**src/rtl/peak_readout.sv**
```systemverilog
// peak_readout: snapshots a frame of peak words from the histogram builder and
// serializes it as one header word (frame counter) followed by PIX pixel words
// over a valid/ready stream. A frame strobe is accepted in IDLE or on the cycle
// the last pixel word transfers. A strobe at any other time is dropped, and the
// drop is flagged on the sticky overrun output.

module peak_readout #(
    parameter int NP  = 10,
    parameter int PIX = 3
) (
    input  logic              clk,
    input  logic              res,
    input  logic [NP*PIX-1:0] peakIn,
    input  logic              peakValid,
    output logic [NP-1:0]     outData,
    output logic              outValid,
    input  logic              outReady,
    output logic              outSof,
    output logic              outEof,
    output logic              busy,
    output logic              overrun,
    input  logic              clrOvr
);

    localparam int IW = (PIX > 1) ? $clog2(PIX) : 1;
    localparam logic [IW-1:0] LAST_IDX = IW'(PIX - 1);

    typedef enum logic [1:0] {IDLE, HDR, DATA} stateT;

    stateT          state;
    logic [IW-1:0]  idx;
    logic [IW-1:0]  idxNext;
    logic [NP-1:0]  frameCnt;
    logic [NP-1:0]  shadow   [PIX];
    logic [NP-1:0]  peakWord [PIX];

    logic xfer;
    logic lastXfer;
    logic accept;
    logic drop;

    // Unpack the flat peak bus into one word per pixel.
    generate
        for (genvar gi = 0; gi < PIX; gi++) begin : g_unpack
            assign peakWord[gi] = peakIn[gi*NP +: NP];
        end
    endgenerate

    assign xfer     = outValid & outReady;
    assign lastXfer = (state == DATA) && xfer && (idx == LAST_IDX);
    // The last-pixel transfer frees the shadow on the same edge, so a strobe
    // there can be taken without an idle bubble.
    assign accept   = peakValid && ((state == IDLE) || lastXfer);
    assign drop     = peakValid && !accept;
    assign idxNext  = idx + 1'b1;
    assign busy     = (state != IDLE);

    // Frame FSM with registered stream outputs, shadow capture and overrun flag.
    always_ff @(posedge clk or negedge res) begin
        if (!res) begin
            state    <= IDLE;
            idx      <= '0;
            frameCnt <= '0;
            outData  <= '0;
            outValid <= 1'b0;
            outSof   <= 1'b0;
            outEof   <= 1'b0;
            overrun  <= 1'b0;
            for (int i = 0; i < PIX; i++) begin
                shadow[i] <= '0;
            end
        end else begin
            // A drop in the same cycle as a clear wins, so no drop goes unreported.
            if (drop) begin
                overrun <= 1'b1;
            end else if (clrOvr) begin
                overrun <= 1'b0;
            end

            if (accept) begin
                for (int i = 0; i < PIX; i++) begin
                    shadow[i] <= peakWord[i];
                end
            end

            case (state)
                IDLE: begin
                    if (peakValid) begin
                        state    <= HDR;
                        outValid <= 1'b1;
                        outSof   <= 1'b1;
                        outEof   <= 1'b0;
                        outData  <= frameCnt;
                    end
                end
                HDR: begin
                    if (xfer) begin
                        state   <= DATA;
                        idx     <= '0;
                        outSof  <= 1'b0;
                        outEof  <= (LAST_IDX == '0);
                        outData <= shadow[0];
                    end
                end
                DATA: begin
                    if (xfer) begin
                        if (idx == LAST_IDX) begin
                            frameCnt <= frameCnt + 1'b1;
                            idx      <= '0;
                            outEof   <= 1'b0;
                            if (peakValid) begin
                                // Header of the next frame carries the already
                                // incremented count.
                                state   <= HDR;
                                outSof  <= 1'b1;
                                outData <= frameCnt + 1'b1;
                            end else begin
                                state    <= IDLE;
                                outValid <= 1'b0;
                                outSof   <= 1'b0;
                                outData  <= '0;
                            end
                        end else begin
                            idx     <= idxNext;
                            outData <= shadow[idxNext];
                            outEof  <= (idxNext == LAST_IDX);
                        end
                    end
                end
                default: begin
                    state <= IDLE;
                end
            endcase
        end
    end

endmodule

```
**config.mk**
```make
export PLATFORM = sky130hd
export DESIGN_NAME = peak_readout
export DESIGN_NICKNAME = d
export VERILOG_FILES = /design/src/rtl/peak_readout.sv
export SDC_FILE = /design/constraint.sdc
export NUM_CORES = 1
export LEC_CHECK = 0
export ABC_AREA = 1
export CAP_MARGIN = 20
export CORE_MARGIN = 3
export CORE_UTILIZATION = 49
export DETAILED_ROUTE_END_ITERATION = 10
export PLACE_DENSITY = 0.83
export RECOVER_POWER = 50
export SYNTH_ARGS = -nofsm -noshare
export SYNTH_HDL_FRONTEND = slang
export SYNTH_SLANG_ARGS = --single-unit
```
**constraint.sdc**
```tcl
create_clock -name clk -period 1.7 [get_ports clk]
set_clock_uncertainty 0.05 [all_clocks]
set_input_delay 0.255 -clock clk [delete_from_list [all_inputs] [get_ports clk]]
set_output_delay 0.255 -clock clk [all_outputs]
set_load 0.02 [all_outputs]
```
# Word-level counts from Yosys, hierarchy flattened
# Cells that the tools add are included.
# Widths: inputs -> output; s select.
dict set report op_classes {
  n_lt_le_gt_ge 1
  n_eq_ne 9
  n_reduce_logical 18
  n_bitwise 2
  n_addsub 2
  muxes 35
}
# op count
set ops {}
lappend ops {{$mux 10} 7}
lappend ops {{$pmux 10 s3} 1}
lappend ops {{$bmux 10 s2} 1}
lappend ops {{$mux 1} 14}
lappend ops {{$mux 2} 7}
lappend ops {{$add 10x1->10 const B} 1}
lappend ops {{$reduce_and 5->1} 2}
lappend ops {{$ne 2x2->1 const B} 4}
lappend ops {{$reduce_and 4->1} 2}
lappend ops {{$reduce_bool 2->1} 4}
lappend ops {{$eq 2x2->1 const B} 3}
lappend ops {{$pmux 1 s3} 2}
lappend ops {{$pmux 2 s3} 1}
lappend ops {{$reduce_and 3->1} 2}
lappend ops {{$logic_and 1x1->1} 4}
lappend ops {{$pmux 2 s2} 1}
lappend ops {{$ge 3x3->1 const B} 1}
lappend ops {{$not 2->3} 1}
lappend ops {{$reduce_bool 3->1} 1}
lappend ops {{$add 2x1->2 const B} 1}
lappend ops {{$eq 2x1->1 const B} 1}
lappend ops {{$logic_not 2->1} 1}
lappend ops {{$ne 2x1->1 const B} 1}
lappend ops {{$pmux 1 s2} 1}
lappend ops {{3 further kinds} 3}
dict set report totals {
  out_inout_bits 15
  register_bits 58
}

# Depth between registers and ports, before layout
# Gate-level depths: netlist (run 1).
dict set report logic_depth {
  word_depth 8
  ltp_mapped 13
  mapped_depth_nobuf 10
}

# Worst setup path before layout (run 1)
# No wires, ideal clock.
dict set report synth_path {
  path_kind {register to register}
  startpoint {register idx[0]}
  endpoint {register outData[1]}
  t_arrival_ns 1.670
  required_ns 1.534
  path_buffers 3
  path_stages_with_launch 13
  slack_ns -0.137
  synth_period_minus_slack_ns 1.837
  setup_time_ns 0.116
  path_cell_list {dfrtp_1 > buf_2 > inv_1 > buf_4 > ha_1 > buf_2 > clkinv_1 > nand3_1 > o21ai_0 > nand2_1 > nand3_1 > nand2_1 > nand2_1}
}
dict set report synth_between {
  elab_chain_cells 8
}
# item line
set synth_rtl {}
lappend synth_rtl {{start, declared} 31} ;# logic [IW-1:0] idx;
lappend synth_rtl {{start signal, assigned} 124} ;# idx <= idxNext;
lappend synth_rtl {{$add 2x1->2} 55} ;# assign idxNext = idx + 1'b1;
lappend synth_rtl {{$not 2->3 (not written as such)} 125} ;# outData <= shadow[idxNext];
lappend synth_rtl {{$bmux 10 s2} 125}
lappend synth_rtl {{$mux 10 (not written as such) (2 in series)} 125}
lappend synth_rtl {{$mux 10 *} 107} ;# if (idx == LAST_IDX) begin
lappend synth_rtl {{$mux 10 *} 106} ;# if (xfer) begin
lappend synth_rtl {{$pmux 10 s3 *} 86} ;# case (state)
lappend synth_rtl {{end signal, assigned} 93} ;# outData <= frameCnt;
lappend synth_rtl {{end signal, assigned} 116} ;# outData <= frameCnt + 1'b1;
lappend synth_rtl {{end signal, assigned} 125}
lappend synth_rtl {{end, declared} 15} ;# output logic [NP-1:0] outData,
# Every way passes the cells marked *; elsewhere a longest branch is shown, timed or not. The select of a mux whose other input is x is not followed.
# A chain may end at the register's enable or synchronous reset.

# Final worst setup path (run 1)
dict set report layout_path {
  startpoint {register outSof}
  endpoint {output port outSof}
}
# item line
set layout_lines {}
lappend layout_lines {{start, declared} 18} ;# output logic outSof,
lappend layout_lines {{start signal, assigned} 66} ;# outSof <= 1'b0;
lappend layout_lines {{start signal, assigned} 91} ;# outSof <= 1'b1;
lappend layout_lines {{start signal, assigned} 100} ;# outSof <= 1'b0;
# No word-level cell between the ends.

==> results.cfg, run 1 <==
[cts]
cts_buffers = 9
cts_root_buffer = clkbuf_8
cts_buffer_depth = 2
htree_levels = 3
clkTransAtPathRegs_ps = 60
clock_latency_ps = 340
clkSinkCount = 58
cts_tree = done

[placed_design]
place.gp.congestion = 0.9567
hpwl_um = 5734
placed_cells = 560
io_buffers = 49

[floorplan]
start_util = 0.5231
fp-row-count = 28
io_pins = 50
core_um2 = 6131
design.die.area_um2 = 7552
die_y_um = 86.90
dieWidth_um = 86.90

[synthesis]
synth.distinct_cells = 28
synth_top_area_cell = dfrtp_1
synthTopCellsByArea = dfrtp_1, nand2_1, nand3_1, inv_1, a21oi_1
synth_seq_cells = 58
syn_inst = 428
syn_area_per_cell_um2 = 7.493
yosysSeqAreaShare = 0.4526
yosys_warnings = 0
synth_nets = 472
syn_area_um2 = 3207
synth_top_area_frac = 0.4526

[global_route]
antenna_found_initial = 0
grt_pass1_vias = 2898
grt_pass1_wl_um = 12900
overflow = 0
grt_max_degree = 43
grt_use_total = 0.2163

[worst_setup_path]
path_class = reg -> out
path_max_fanout = 2
reg2reg_slack_ps = 90
end_kind = output port
critPathSlowestCell = clkdlybuf4s50_1
critPathTopFamily = buffers and inverters
path_cells = clkdlybuf4s50_1
cp.arrival_ps = 1350
critPathBufInv = 1
startpoint_type = flip-flop
cp.required_ps = 1390
critPathMaxStageDelay_ps = 630

[flow_run]
maxCapViolations = 0

[timing]
fmax_ghz = 0.6041
report.final.slew_viol_count = 0
rsz0062_at_grt = true
hold_violations = 0
setup_viol = 0
hold_ws_ps = 336.5
fin_crit_sh = 0.9738
post-route-min-period_ps = 1655
relSlewSlack = 0.6282
worst_slew_pin_slew_ps = 557.8

[detailed_routing]
drtIter0Drc = 227
drtAntennaViolNets = 0
firstDrtPassIters = 6
wire_per_inst_um = 13.47
drc_errors = 0
vias_per_cell = 5.329
routed_wl_um = 7775
vias = 3075

[pwr]
p_per_area_nw_per_um2 = 693.8
max-vdd-ir-drop_mv = 0.5504
p_leak_uw = 0.002109

[finish]
final_cell_mix = nand2_1, dfrtp_1, nand3_1
layout-drive-gt1-share = 0.1414
num-fill-cells = 490
areaGrowthSynthToFinish_pct = 29.89
final_common_cell = nand2_1
instances_no_fill = 577
nets = 542
num_antenna_cells = 0

[outcome]
status = finished clean

[min_path]
hold_path_class = in -> async
==> cell usage after synthesis <==
cell      number
buf_6          3
a22oi_1        1
clkinv_1       2
nor2_2         1
ha_1           9
nor2_4         2
o21ai_2        1
nand2_1      145
inv_1         42
xnor2_1        1
nand3_4        1
o31ai_2        2
buf_4          5
buf_2         10
inv_2          3
nor2_1        23
nor3_1         1
o22ai_1        3
o21ai_0       20
a21oi_1       31
nand4_1        1
nand3_1       54
nand2_2        3
dfrtp_1       58
clkinv_2       1
xor2_1         2
buf_1          1
a21oi_2        2
==> worst reg2reg max path: stages (launching register included) <==
cell     delay (ps)
dfrtp_1         390
buf_4           150
ha_1            220
inv_2            80
nor2_2           40
nor2_1          100
nand2_2         100
buf_12          170
a21oi_1         120
nand2_1          70
nand2_1          60
==> path summary, 6_finish.rpt <==
path                       cells after the start             startpoint                      to
max                                            1     outSof$_DFFE_PN0P_                  outSof
min                                            2                    res    state[1]$_DFFE_PN0P_
max reg2reg                                   10   state[0]$_DFFE_PN0P_  outData[3]$_DFFE_PN0P_
min reg2reg                                    2  shadow[9]$_DFFE_PN0P_   shadow[9]$_DFFE_PN0P_
max in group asynchronous                      3                    res   shadow[0]$_DFFE_PN0P_
min in group clk                               3             peakIn[24]   shadow[4]$_DFFE_PN0P_
==> cells by family (layout without fill, tap and decap cells) <==
group                      count (synthesis)  after routing  share of synthesized area
AOI/OAI and AO/OA                         60             60                     0.1038
and+or+nand+nor                          231            231                     0.3047
adders and majority gates                  9              9                    0.03512
buffers and inverters                     67            141                    0.09559
xor gates and xnor gates                   3              3                   0.008195
DFF                                       58             58                     0.4526
==> power by group <==
part,switching (uW),total (uW),internal (uW)
Clock,543,1250,705
Sequential,21.1,1440,1420
Combinational,94.2,202,108
Total,659,2890,2230
==> stage by stage <==
| step | setup slack [ps] | utilization | TNS [ps] | area, um2 | power, uW |
|---|---|---|---|---|---|
| 6_report | 44.55 | 0.6794 | 0 | 4165 | 2890 |
| 5_1_grt | -30.14 | 0.6794 | -108.0 | 4165 | 2978 |
| 3_5_place_dp | -6.248 | 0.6420 | -10.80 | 3936 | 1675 |
| 2_1_floorplan | 3.254 | - | 0 | 3226 | 1530 |
| 3_3_place_gp | 3.457 | 0.6420 | 0 | 3936 | 1667 |
| 4_1_cts | 3.390 | 0.6745 | 0 | 4135 | 2917 |
==> flip-flops by register name, indices dropped and copies added (netlist names) <==
register and flops:
outData 10, outValid 1, outEof 1, frameCnt 10, outSof 1, state 2
idx 2, overrun 1, shadow 30
==> timing repair <==
| action | 4_1_cts | 5_1_grt |
|---|---|---|
| buffers inserted | 0 | 1 |
| hold buffers | 1 | 0 |
| hold endpoints to repair | 16 | 0 |
| setup endpoints to repair | 2 | 13 |
| gates cloned | 0 | 0 |
| resized for setup | 4 | 12 |
==> per-layer routing <==
metal	GRT usage	wire length (um)	up-vias
met4	0.09348	211	0
met5	0	0	-
met2	0.3568	3709	123
met3	0.04352	445	25
met1	0.2749	3409	1425
li1	-	-	1502
==> cell type report <==
type	instances	area, um2	area share
Multi-Input combinational cell	303	1511	0.3629
Sequential cell	58	1453	0.3488
Timing Repair Buffer	78	735.7	0.1766
Inverter	48	186.4	0.04476
Clock buffer	12	145.1	0.03485
Tap cell	75	93.84	0.02253
Clock inverter	3	40.04	0.009613
No activity file was read; power rests on OpenSTA's default activity.
==> inputs of run 2 (changes only) <==
--- a/config.mk
+++ b/config.mk
@@ -7,10 +7,12 @@
 export LEC_CHECK = 0
 export ABC_AREA = 1
 export CAP_MARGIN = 20
+export CELL_PAD_IN_SITES_DETAIL_PLACEMENT = 2
+export CELL_PAD_IN_SITES_GLOBAL_PLACEMENT = 2
 export CORE_MARGIN = 3
-export CORE_UTILIZATION = 49
+export CORE_UTILIZATION = 28
 export DETAILED_ROUTE_END_ITERATION = 10
-export PLACE_DENSITY = 0.83
+export PLACE_DENSITY = 0.82
 export RECOVER_POWER = 50
 export SYNTH_ARGS = -nofsm -noshare
 export SYNTH_HDL_FRONTEND = slang
==> run 2 against run 1 <==
Against the previous run: the flow now finishes with violations (negative setup slack); clock power rose by 47%; non-clock buffer count rose by 10; hold slack gained 83 ps; critical path depth is 9 higher; sequential cell count unchanged; sequential share of layout area down 3.0 points; critical path type is now reg -> reg; critical endpoint is now outData[2]$_DFFE_PN0P_; largest cell class unchanged; highest routed layer unchanged.
==> results.cfg, run 2 (synthesized netlist as in run 1, its figures left out) <==
[floorplan]
io_pins = 50
design.die.area_um2 = 12770
core_um2 = 11030
dieWidth_um = 113.0
start_util = 0.2907
fp-row-count = 38
die_y_um = 113.0

[timing]
hold_violations = 0
rsz0062_at_grt = true
relSlewSlack = 0.4304
report.final.slew_viol_count = 0
post-route-min-period_ps = 1788
hold_ws_ps = 419.1
fin_crit_sh = 1.052
worst_slew_pin_slew_ps = 854.4
setup_viol = 3
timing.final.ws_setup_ps = -88.00
fmax_ghz = 0.5593
setup-tns-final_ps = -150.2

[outcome]
violations = negative setup slack
status = finished with violations

[detailed_routing]
firstDrtPassIters = 4
vias_per_cell = 4.986
vias = 3251
drtIter0Drc = 125
drtAntennaViolNets = 0
drc_errors = 0
routed_wl_um = 12990
wire_per_inst_um = 19.92

[placed_design]
placed_cells = 632
io_buffers = 49
hpwl_um = 8074
dpl_cell_area_um2 = 4070
place.gp.congestion = 0.9228

[finish]
regArea_um2 = 1451
areaGrowthSynthToFinish_pct = 41.98
num_antenna_cells = 0
reg_top3 = shadow: 30 flops, frameCnt: 10 flops, outData: 10 flops
largest_register_ffs = 30
final_common_cell = nand2_1
num-fill-cells = 1257
layout-drive-gt1-share = 0.1934
postLayoutCellArea_um2 = 4553
final_cell_mix = nand2_1, dfrtp_1, nand3_1
multi_input_area_um2 = 1590
nets = 552
largest_register = shadow
instances_no_fill = 652

[min_path]
hold_path_class = reg -> reg
whs_path_depth = 2
min_to = shadow[3]$_DFFE_PN0P_
hold_path.startpoint = shadow[3]$_DFFE_PN0P_

[global_route]
grt_max_degree = 59
grt_pass1_vias = 3530
antenna_found_initial = 0
grt_use_total = 0.1842
grt_pass1_wl_um = 18290
overflow = 0

[worst_setup_path]
cp.required_ps = 1920
startpoint_type = flip-flop
r2r_start = idx[1]$_DFFE_PN0P_
crit_top_cell = nand2_1
reg2reg_to = outData[2]$_DFFE_PN0P_
path_max_fanout = 4
critPathMaxStageDelay_ps = 410
cp.arrival_ps = 2010
path_cells = inv_2 -> ha_4 -> nand2_2 -> o21ai_0 -> inv_1 -> o21ai_0 -> nand2_1 -> nand2_1 -> nand2_1 -> nand2_1
critPathTopFamily = simple AND/OR/NAND/NOR gates
end_kind = flip-flop
critPathSlowestCell = dfrtp_1
path_class = reg -> reg
rr_worst_depth = 10
reg2reg_slack_ps = -90
critPathBufInv = 2

[pwr]
p_leak_uw = 0.002238
power_uw = 3510
p_per_area_nw_per_um2 = 771.0
max-vdd-ir-drop_mv = 0.3543

[cts]
cts_root_buffer = clkbuf_16
cts_buffers = 9
htree_levels = 3
clkTransAtPathRegs_ps = 60
cts_tree = done
clkSinkCount = 58
clock_latency_ps = 340
cts_buffer_depth = 2

[flow_run]
maxCapViolations = 0
run 2: changes by cell type in the layout (fill, tap and decap cells not counted), sizes merged:
| cell | change |
|---|---|
| clkdlybuf4s50 | -1 |
| clkbuf | +1 |
| buf | +10 |
run 2: where the power goes:
part,internal (uW),switching (uW)
Combinational,112,113
Clock,1160,678
Sequential,1420,25.0
run 2: worst max-delay path by stage:
stage                         start                     end  slack, ps  cells past startpoint
6_report         idx[1]$_DFFE_PN0P_  outData[2]$_DFFE_PN0P_        -90                     10
5_1_grt          idx[1]$_DFFE_PN0P_  outData[2]$_DFFE_PN0P_       -190                     10
4_1_cts        state[0]$_DFFE_PN0P_    state[0]$_DFFE_PN0P_        -50                     10
3_5_place_dp   state[1]$_DFFE_PN0P_    outValid$_DFFE_PN0P_       -170                      8
3_3_place_gp              peakValid  outData[3]$_DFFE_PN0P_         -5                     10
2_1_floorplan    idx[0]$_DFFE_PN0P_  outData[2]$_DFFE_PN0P_          3                     13
run 2: area by class of cell:
class,instances,share of cell area
inverters,48,0.04095
clock buffers,12,0.05414
flip-flops and latches,58,0.3188
repair buffers,88,0.1896
multi-input cells,303,0.3493
well taps,140,0.03847
clock inverters,3,0.008794
run 2: what timing repair did:
action / in CTS / in global routing
resized for setup: 10 / 33
gates cloned: 0 / 2
endpoints found under the setup margin: 16 / 34
hold buffers: 1 / 0
pin swaps: 1 / 6
endpoints found under the hold margin: 58 / 0
buffers inserted: 0 / 2
run 2: per-layer routing:
layer  routed length [um]  vias up  part of all wire  GRT usage
met5                    0        -                 0          0
met4                  285        0             0.022    0.07692
met3                  486       20             0.037    0.02781
met2                 7092       72              0.55     0.3337
met1                 5121     1641              0.39     0.2161
li1                     -     1518                 -          -
run 2: worst register-to-register path, stage by stage (launching register included):
cell	delay, ps
dfrtp_1	410
inv_2	90
ha_4	310
nand2_2	90
o21ai_0	230
inv_1	70
o21ai_0	90
nand2_1	110
nand2_1	100
nand2_1	90
nand2_1	80
run 2: per-stage QoR:
step | worst slack [ps] | utilization
floorplan | 3.254 | -
global placement | -5.130 | 0.3690
detailed placement | -173.4 | 0.3690
CTS | -47.91 | 0.4000
global route | -191.0 | 0.4128
finish | -88.00 | 0.4128
==> inputs of run 3 (changes only) <==
--- a/config.mk
+++ b/config.mk
@@ -12,6 +12,7 @@
 export CORE_MARGIN = 3
 export CORE_UTILIZATION = 28
 export DETAILED_ROUTE_END_ITERATION = 10
+export GPL_ROUTABILITY_DRIVEN = 0
 export PLACE_DENSITY = 0.82
 export RECOVER_POWER = 50
 export SYNTH_ARGS = -nofsm -noshare
==> results of run 3 <==
The final DEF is identical to that of run 2; final timing and power are the same.
